## src/rtl/task_sched_pkg.sv

```systemverilog
// Shared types for the task dispatcher: task word width, FSM state encoding and task type.
package task_sched_pkg;

  localparam int TASK_W = 8;

  typedef enum logic [1:0] {
    IDLE  = 2'd0,
    ISSUE = 2'd1,
    GAP   = 2'd2
  } state_t;

  typedef logic [TASK_W-1:0] task_t;

endpackage

```

## src/rtl/rr_arbiter.sv

```systemverilog
// Combinational round-robin arbiter: grants the first requester at or after ptr, wrapping around.
module rr_arbiter
  import task_sched_pkg::*;
#(
  parameter int NUM_SRC = 4,
  parameter int IDX_W   = (NUM_SRC > 1) ? $clog2(NUM_SRC) : 1
) (
  input  logic [NUM_SRC-1:0] req,
  input  logic [IDX_W-1:0]   ptr,
  output logic [NUM_SRC-1:0] gnt,
  output logic [IDX_W-1:0]   idx
);

  logic             found;
  logic [IDX_W-1:0] cand;

  always_comb begin
    gnt   = '0;
    idx   = '0;
    found = 1'b0;
    cand  = '0;
    for (int k = 0; k < NUM_SRC; k++) begin
      cand = IDX_W'((int'(ptr) + k) % NUM_SRC);
      if (!found && req[cand]) begin
        found     = 1'b1;
        gnt[cand] = 1'b1;
        idx       = cand;
      end
    end
  end

endmodule

```

## src/rtl/task_dispatcher.sv

```systemverilog
// Round-robin feeder for task_scheduler with in-flight tracking.
// Define TASK_DISPATCH_CNT_EN to add per-source dispatch counters on output dispatch_cnt.
module task_dispatcher
  import task_sched_pkg::*;
#(
  parameter int NUM_SRC = 4,
  parameter int TASK_W  = task_sched_pkg::TASK_W,
  parameter int MAX_OUT = 8,
  parameter int OUT_W   = $clog2(MAX_OUT + 1)
) (
  input  logic                      clk,
  input  logic                      rst,
  input  logic [NUM_SRC*TASK_W-1:0] src_task,
  input  logic [NUM_SRC-1:0]        src_valid,
  output logic [NUM_SRC-1:0]        src_ack,
  output logic [TASK_W-1:0]         new_task,
  output logic                      task_valid,
  input  logic                      full,
  input  logic                      task_done,
  output logic [OUT_W-1:0]          outstanding,
  output logic                      busy,
  output logic                      err_underflow
`ifdef TASK_DISPATCH_CNT_EN
  , output logic [NUM_SRC*16-1:0]   dispatch_cnt
`endif
);

  localparam int IDX_W = (NUM_SRC > 1) ? $clog2(NUM_SRC) : 1;

  state_t             state;
  logic [IDX_W-1:0]   rr_ptr;
  logic [IDX_W-1:0]   grant_idx;
  logic [IDX_W-1:0]   arb_idx;
  logic [NUM_SRC-1:0] arb_gnt;
  logic               dispatch;

  rr_arbiter #(
    .NUM_SRC (NUM_SRC),
    .IDX_W   (IDX_W)
  ) u_arb (
    .req (src_valid),
    .ptr (rr_ptr),
    .gnt (arb_gnt),
    .idx (arb_idx)
  );

  // full and the in-flight limit only gate a new dispatch from IDLE.
  assign dispatch = (state == IDLE) && (|src_valid) && !full &&
                    (outstanding < OUT_W'(MAX_OUT));

  assign busy = (state != IDLE) || (outstanding != '0);

  always_ff @(posedge clk) begin
    if (rst) begin
      state      <= IDLE;
      rr_ptr     <= '0;
      grant_idx  <= '0;
      new_task   <= '0;
      task_valid <= 1'b0;
      src_ack    <= '0;
    end else begin
      case (state)
        IDLE: begin
          if (dispatch) begin
            new_task   <= src_task[arb_idx*TASK_W +: TASK_W];
            task_valid <= 1'b1;
            src_ack    <= arb_gnt;
            grant_idx  <= arb_idx;
            state      <= ISSUE;
          end
        end
        ISSUE: begin
          task_valid <= 1'b0;
          src_ack    <= '0;
          rr_ptr     <= (grant_idx == IDX_W'(NUM_SRC - 1)) ? '0 : grant_idx + 1'b1;
          state      <= GAP;
        end
        GAP: begin
          state <= IDLE;
        end
        default: begin
          task_valid <= 1'b0;
          src_ack    <= '0;
          state      <= IDLE;
        end
      endcase
    end
  end

  // A dispatch and a completion on the same edge cancel out.
  always_ff @(posedge clk) begin
    if (rst) begin
      outstanding   <= '0;
      err_underflow <= 1'b0;
    end else if (dispatch && !task_done) begin
      outstanding <= outstanding + 1'b1;
    end else if (!dispatch && task_done) begin
      if (outstanding == '0) begin
        err_underflow <= 1'b1;
      end else begin
        outstanding <= outstanding - 1'b1;
      end
    end
  end

`ifdef TASK_DISPATCH_CNT_EN
  always_ff @(posedge clk) begin
    if (rst) begin
      dispatch_cnt <= '0;
    end else if (dispatch) begin
      dispatch_cnt[arb_idx*16 +: 16] <= dispatch_cnt[arb_idx*16 +: 16] + 16'd1;
    end
  end
`else
  // Per-source counters are not built in this configuration.
`endif

endmodule

```

## config.mk

```make
export PLATFORM = sky130hd
export DESIGN_NAME = task_dispatcher
export DESIGN_NICKNAME = d
export VERILOG_FILES = /design/src/rtl/task_sched_pkg.sv /design/src/rtl/rr_arbiter.sv /design/src/rtl/task_dispatcher.sv
export SDC_FILE = /design/constraint.sdc
export NUM_CORES = 1
export LEC_CHECK = 0
export CORE_MARGIN = 3
export CORE_UTILIZATION = 35
export CTS_BUF_LIST = sky130_fd_sc_hd__clkbuf_2
export CTS_CLUSTER_DIAMETER = 150
export DETAILED_ROUTE_END_ITERATION = 8
export SLEW_MARGIN = 25
export SYNTH_ARGS = -nofsm -noshare
export SYNTH_HDL_FRONTEND = slang
export SYNTH_SLANG_ARGS = --single-unit
export TNS_END_PERCENT = 50
```

## constraint.sdc

```tcl
create_clock -name clk -period 8 [get_ports clk]
set_input_delay 1.6 -clock clk [delete_from_list [all_inputs] [get_ports clk]]
set_output_delay 1.6 -clock clk [all_outputs]
set_load 0.01 [all_outputs]
```

==> Word-level counts from Yosys, hierarchy flattened <==
Index checks and enable logic that the tools add are counted.
{ "classes": {"div": 0, "eq_ne": 5, "shifts": 1, "bitwise_logic": 5, "order_cmp": 9, "n_reduce_logical": 29, "add_sub_neg": 6, "muxes": 37, "mul": 0} }
{ "ops": {"columns": ["cell", "count"], "rows": [
  ["$mux 4", 8],
  ["$shiftx 32x6->8", 1],
  ["$logic_and 1x1->1", 12],
  ["$lt 2x3->1 const B", 4],
  ["$mux 1", 12],
  ["$mux 2", 6],
  ["$or 4x4->4", 3],
  ["$bmux 1 s2", 4],
  ["$demux 1 s2", 4],
  ["$ge 2x1->1 const B", 4],
  ["$pmux 4 s2", 1],
  ["$logic_not 1->1", 6],
  ["$reduce_and 2->1", 3],
  ["$add 2x1->2 const B", 2],
  ["$add 2x2->2 const B", 2],
  ["$add 4x1->4 const B", 1],
  ["$eq 2x2->1 const B", 2],
  ["$logic_not 4->1", 1],
  ["$lt 4x4->1 const B", 1],
  ["$ne 2x2->1 const B", 2],
  ["$pmux 2 s2", 1],
  ["$reduce_bool 2->1", 2],
  ["$reduce_bool 4->1", 1],
  ["$reduce_or 4->1", 1],
  ["7 further kinds", 8]
]} }
{ "word_totals": {"inputBits": 40, "ramBits": 0, "elab_cells": 100, "out_inout_bits": 19, "romBits": 0, "mem_count": 0, "regBits": 24, "latchBits": 0} }

==> Depth between registers and ports, before layout <==
{ "depth": {"ltp_word": 14, "depth_mapped": 12} }

==> Hierarchy <==
From an unflattened synthesis, not the netlist that was laid out.
{ "unflattened": {"hier_cells": 189, "area_unflattened_um2": 1715.4} }
{ "by_module_without_submodules": {"columns": ["mod", "area_each_um2", "n_inst", "cells_per_inst"], "rows": [
  ["task_dispatcher", 1226.2, 1, 124],
  ["rr_arbiter", 489.2, 1, 65]
]} }

==> Worst setup path after synthesis <==
OpenSTA, ideal clock, no wires.
{ "synth_timing": {"path_type": "input -> register", "start": "input src_valid[3]", "end": "register outstanding[3]", "arrival_ns": 3.972, "path_slack_ns": 3.900, "path_stages": 12, "setup_time_ns": 0.128, "path_cell_list": "buf_2 > o41ai_2 > inv_1 > ha_1 > inv_1 > ha_1 > a21o_1 > a21oi_1 > xnor2_1 > nand2_1 > xor2_1 > nor2_1"} }
{ "synth_between": {"elab_chain_len": 8, "elab_cells_between_ends": 11, "classes_between": "1 x eq/ne; 1 x mux; 9 x reduce/logical"} }
{ "synth_rtl": {"columns": ["element", "line", "text"], "rows": [
  ["start, declared", "task_dispatcher.sv:14", "input logic [NUM_SRC-1:0] src_valid,"],
  ["$reduce_or 4->1 (*)", "task_dispatcher.sv:48", "assign dispatch = (state == IDLE) && (|src_valid) && !full &&"],
  ["$logic_and 1x1->1 (*) (3 in series)", "task_dispatcher.sv:48", null],
  ["$logic_not 1->1", "task_dispatcher.sv:97", "end else if (!dispatch && task_done) begin"],
  ["$logic_and 1x1->1", "task_dispatcher.sv:97", null],
  ["$reduce_bool 2->1 (no source line)", null, null],
  ["$reduce_and 2->1 (no source line)", null, null],
  ["end signal, assigned", "task_dispatcher.sv:96", "outstanding <= outstanding + 1'b1;"],
  ["end signal, assigned", "task_dispatcher.sv:101", "outstanding <= outstanding - 1'b1;"],
  ["end, declared", "task_dispatcher.sv:20", "output logic [OUT_W-1:0] outstanding,"]
]} }
Mark *: on every way between the ends. The rest lies on a longest branch, timed or not.
A chain may end at the register's enable or synchronous reset.

==> Worst setup path in the final report <==
{ "layout_timing": {"start": "register rr_ptr[0]", "end": "register new_task[7]"} }
{ "layout_between": {"elab_chain_len": 13, "elab_cells_between_ends": 25, "classes_between": "3 x add/sub; 1 x shift; 15 x mux; 6 x reduce/logical"} }
{ "layout_rtl": {"columns": ["element", "line", "text"], "rows": [
  ["start, declared", "task_dispatcher.sv:31", "logic [IDX_W-1:0] rr_ptr;"],
  ["start signal, assigned", "task_dispatcher.sv:75", "rr_ptr <= (grant_idx == IDX_W'(NUM_SRC - 1)) ? '0 : grant_idx + 1'b1;"],
  ["parallel branches: the longest is 11 deep, another holds $add 2x1->2", null, null],
  ["$mux 2 (*)", "rr_arbiter.sv:24", "if (!found && req[cand]) begin"],
  ["$shiftx 32x6->8 (*)", "task_dispatcher.sv:65", "new_task <= src_task[arb_idx*TASK_W +: TASK_W];"],
  ["end signal, assigned", "task_dispatcher.sv:65", null],
  ["end, declared", "task_dispatcher.sv:16", "output logic [TASK_W-1:0] new_task,"]
]} }
Every way passes the cells marked *. The select of a mux whose other input is x is not followed.

==> metrics.cfg <==
[setup_path]
crit_required_ps=8260
cp.arrival_ps=4490
worst_setup_path_end_kind=register
critPathLaunch=rr_ptr[0]$_SDFFE_PP0N_
cp_max_fo=22
crit_type=register to register
crit-reg2reg-launch=rr_ptr[0]$_SDFFE_PP0N_
critPathLaunchType=register

[die]
rows=25
dieArea_um2=5955
ios=59
core_um2=4817
chipWidth_um=77.17
initial_core_util_pct=36.81
dieHeight_um=77.17

[synth]
avgSynthCellArea_um2=8.483
syn-cell-area_um2=1773
synth_area_leader_cell=dfxtp_1
ys_seq_area_share_pct=27.10
synth-edff-count=0
synth_ff_type=dfxtp_1
async_flop_share_pct=0
syn_nets=262
yosysUniqueCellTypes=43
syn_inst=209
synth_area_leaders=dfxtp_1 27%, ha_1 8.5%, mux2i_1 4.5%
yosysWarnings=0
ys_seq_elements=24
synth_top_area_share_pct=27.10

[pwr]
power.share.combinational_pct=52.3
leakage_nw=0.9454
peakVddDrop_uv=147.6
power.internal_uw=340.3
netSwitchingFraction_pct=38.24
powerDensity_nw_per_um2=226.9
clock_power_share_pct=15.2
switchingPower_uw=210.8
seqPwrFrac_pct=32.4

[hold_path]
hold_class=register to register
min_from=new_task[0]$_SDFFE_PP0P_

[final_layout]
synthToLayoutAreaGrowth_pct=36.98
drive_above_1_share_pct=5.405
diodes=0
nets=313

[clocking]
cts_htree_levels=1
cts_made_buffers=3
cts_tree=built
clk_pin_slew_ps=270
cts_hold_buf=0
clock_path_buffers=2
clockRootBuffer=clkbuf_2
clock-sinks=24
cts-resized-gates=0
post-cts-setup-buffers=0
worstSkewPairLatency_ps=370

[sta]
finalHoldViolCount=0
fin_setup_tns_ps=0
min_period_ps=4233
relSlewSlack_pct=45.60
fin_skew_ps=30.19
rsz0062_at_grt=false
slew_viol_final=0
achievable-frequency_mhz=236.2
fin_crit_sh_pct=52.92
setup_slack_ps=3767
finalSetupViolCount=0
worstMarginPinSlew_ps=814.8

[global_routing]
grt_max_degree=23
grt_pass1_wl_um=7914
overflow=0
grt_usage_pct=16.07
antenna_found_initial=0
grt_pass1_vias=1644

[drt]
drc=0
wl_per_cell_um=14.94
drtIter0Drc=168
first_pass_iters=4
vias=1764
finalWirelength_um=4872
postRouteAntennaNets=0
routed_via_density=5.411

[placed_design]
dp_slack_ps=3401
gp_congestion=0.7856
port_buffers=58
dpl.hpwl_um=3816

[status]
status=complete, no violations

[flow_run]
max_cap_violations=0

critical path: stages, from the launching register on:
cell	delay, ps
dfxtp_1	920
clkinv_1	550
ha_1	600
mux4_2	450
nor2b_1	440
o21ai_1	370
o41ai_1	270
a221oi_1	200
o41ai_1	320
power by group through the flow:
stage               clock network, mW  logic [mW]  registers, mW
finish                         0.0838       0.288          0.179
CTS                            0.0858       0.290          0.179
global route                   0.0900       0.319          0.184
floorplan                           0       0.174          0.182
global placement                    0       0.290          0.181
detailed placement                  0       0.287          0.181
final timing paths:
check	to	cells after the start	slack, ps
min	new_task[0]$_SDFFE_PP0P_	2	490
max	new_task[7]$_SDFFE_PP0P_	8	3770
max reg2reg	new_task[7]$_SDFFE_PP0P_	8	3770
min reg2reg	new_task[0]$_SDFFE_PP0P_	2	490
kinds of logic (layout without fill, tap and decap cells):
logic type	count (synthesis)	in the layout	share of synthesized area [%]
buf+inv	18	68	4.516
mux	14	14	9.598
fa+ha+maj	13	13	9.598
simple gates	67	67	18.35
flops	24	24	27.10
xor+xnor	4	4	1.976
compound gates	69	69	28.86
metal layers:
layer / GRT usage (%) / wire [um] / vias to the layer above
met5: 0 / 0 / -
met4: 2.669 / 29 / 0
met2: 24.70 / 2243 / 62
met1: 23.23 / 2377 / 809
li1: - / - / 891
met3: 3.521 / 222 / 2
sequential cells by signal, summed over array words and instances (netlist names):
signal	flops
task_valid	1
src_ack	4
state	2
err_underflow	1
new_task	8
grant_idx	2
outstanding	4
rr_ptr	2
Yosys cell counts, drive strengths merged, types with 2 or more instances:
master and number:
o21bai 6, a211oi 5, xnor2 3, o21ai 6, nor3 4, a22o 4
mux2 4, a21o 2, dfxtp 24, nor4 2, clkbuf 8, a22oi 9
nand2 20, a221oi 3, nand3 3, mux2i 8, buf 5, o22ai 4
ha 12, a21boi 5, a21oi 9, o211ai 5, o41ai 5, nand2b 5
o311ai 2, nor2 18, mux4 2, and3 11, inv 4
area by class of cell:
cell class              instances  area, um^2
clock buffers                   3       15.01
clock inverters                 1       30.03
fillers                       482        2389
inverters                       5       18.77
multi-input cells             167        1212
flip-flops and latches         24       480.5
well taps                      67       83.83
repair buffers                 59       588.1
layout by cell type (no fill, tap or decap), types with 6 or more instances in the layout:
| cell type | netlist | routed |
|---|---|---|
| mux2i_1 | 8 | 8 |
| nand2_1 | 20 | 20 |
| o21bai_1 | 6 | 6 |
| a21oi_1 | 9 | 9 |
| a22oi_1 | 9 | 9 |
| and3_1 | 11 | 11 |
| clkdlybuf4s50_1 | 0 | 58 |
| nor2_1 | 18 | 18 |
| ha_1 | 12 | 12 |
| dfxtp_1 | 24 | 24 |
per-stage QoR:
stage | utilization [%] | hold slack [ps] | power (mW) | cell area [um^2] | instances
floorplan | - | 472.0 | 0.3562 | 1773 | 209
CTS | 50.42 | 496.8 | 0.5547 | 2429 | 326
global route | 50.42 | 526.0 | 0.5931 | 2429 | 326
global placement | 49.48 | 450.0 | 0.4705 | 2384 | 322
finish | 50.42 | 493.7 | 0.5511 | 2429 | 326
detailed placement | 49.48 | 454.6 | 0.4678 | 2384 | 322
No activity file was read; power rests on OpenSTA's default activity.
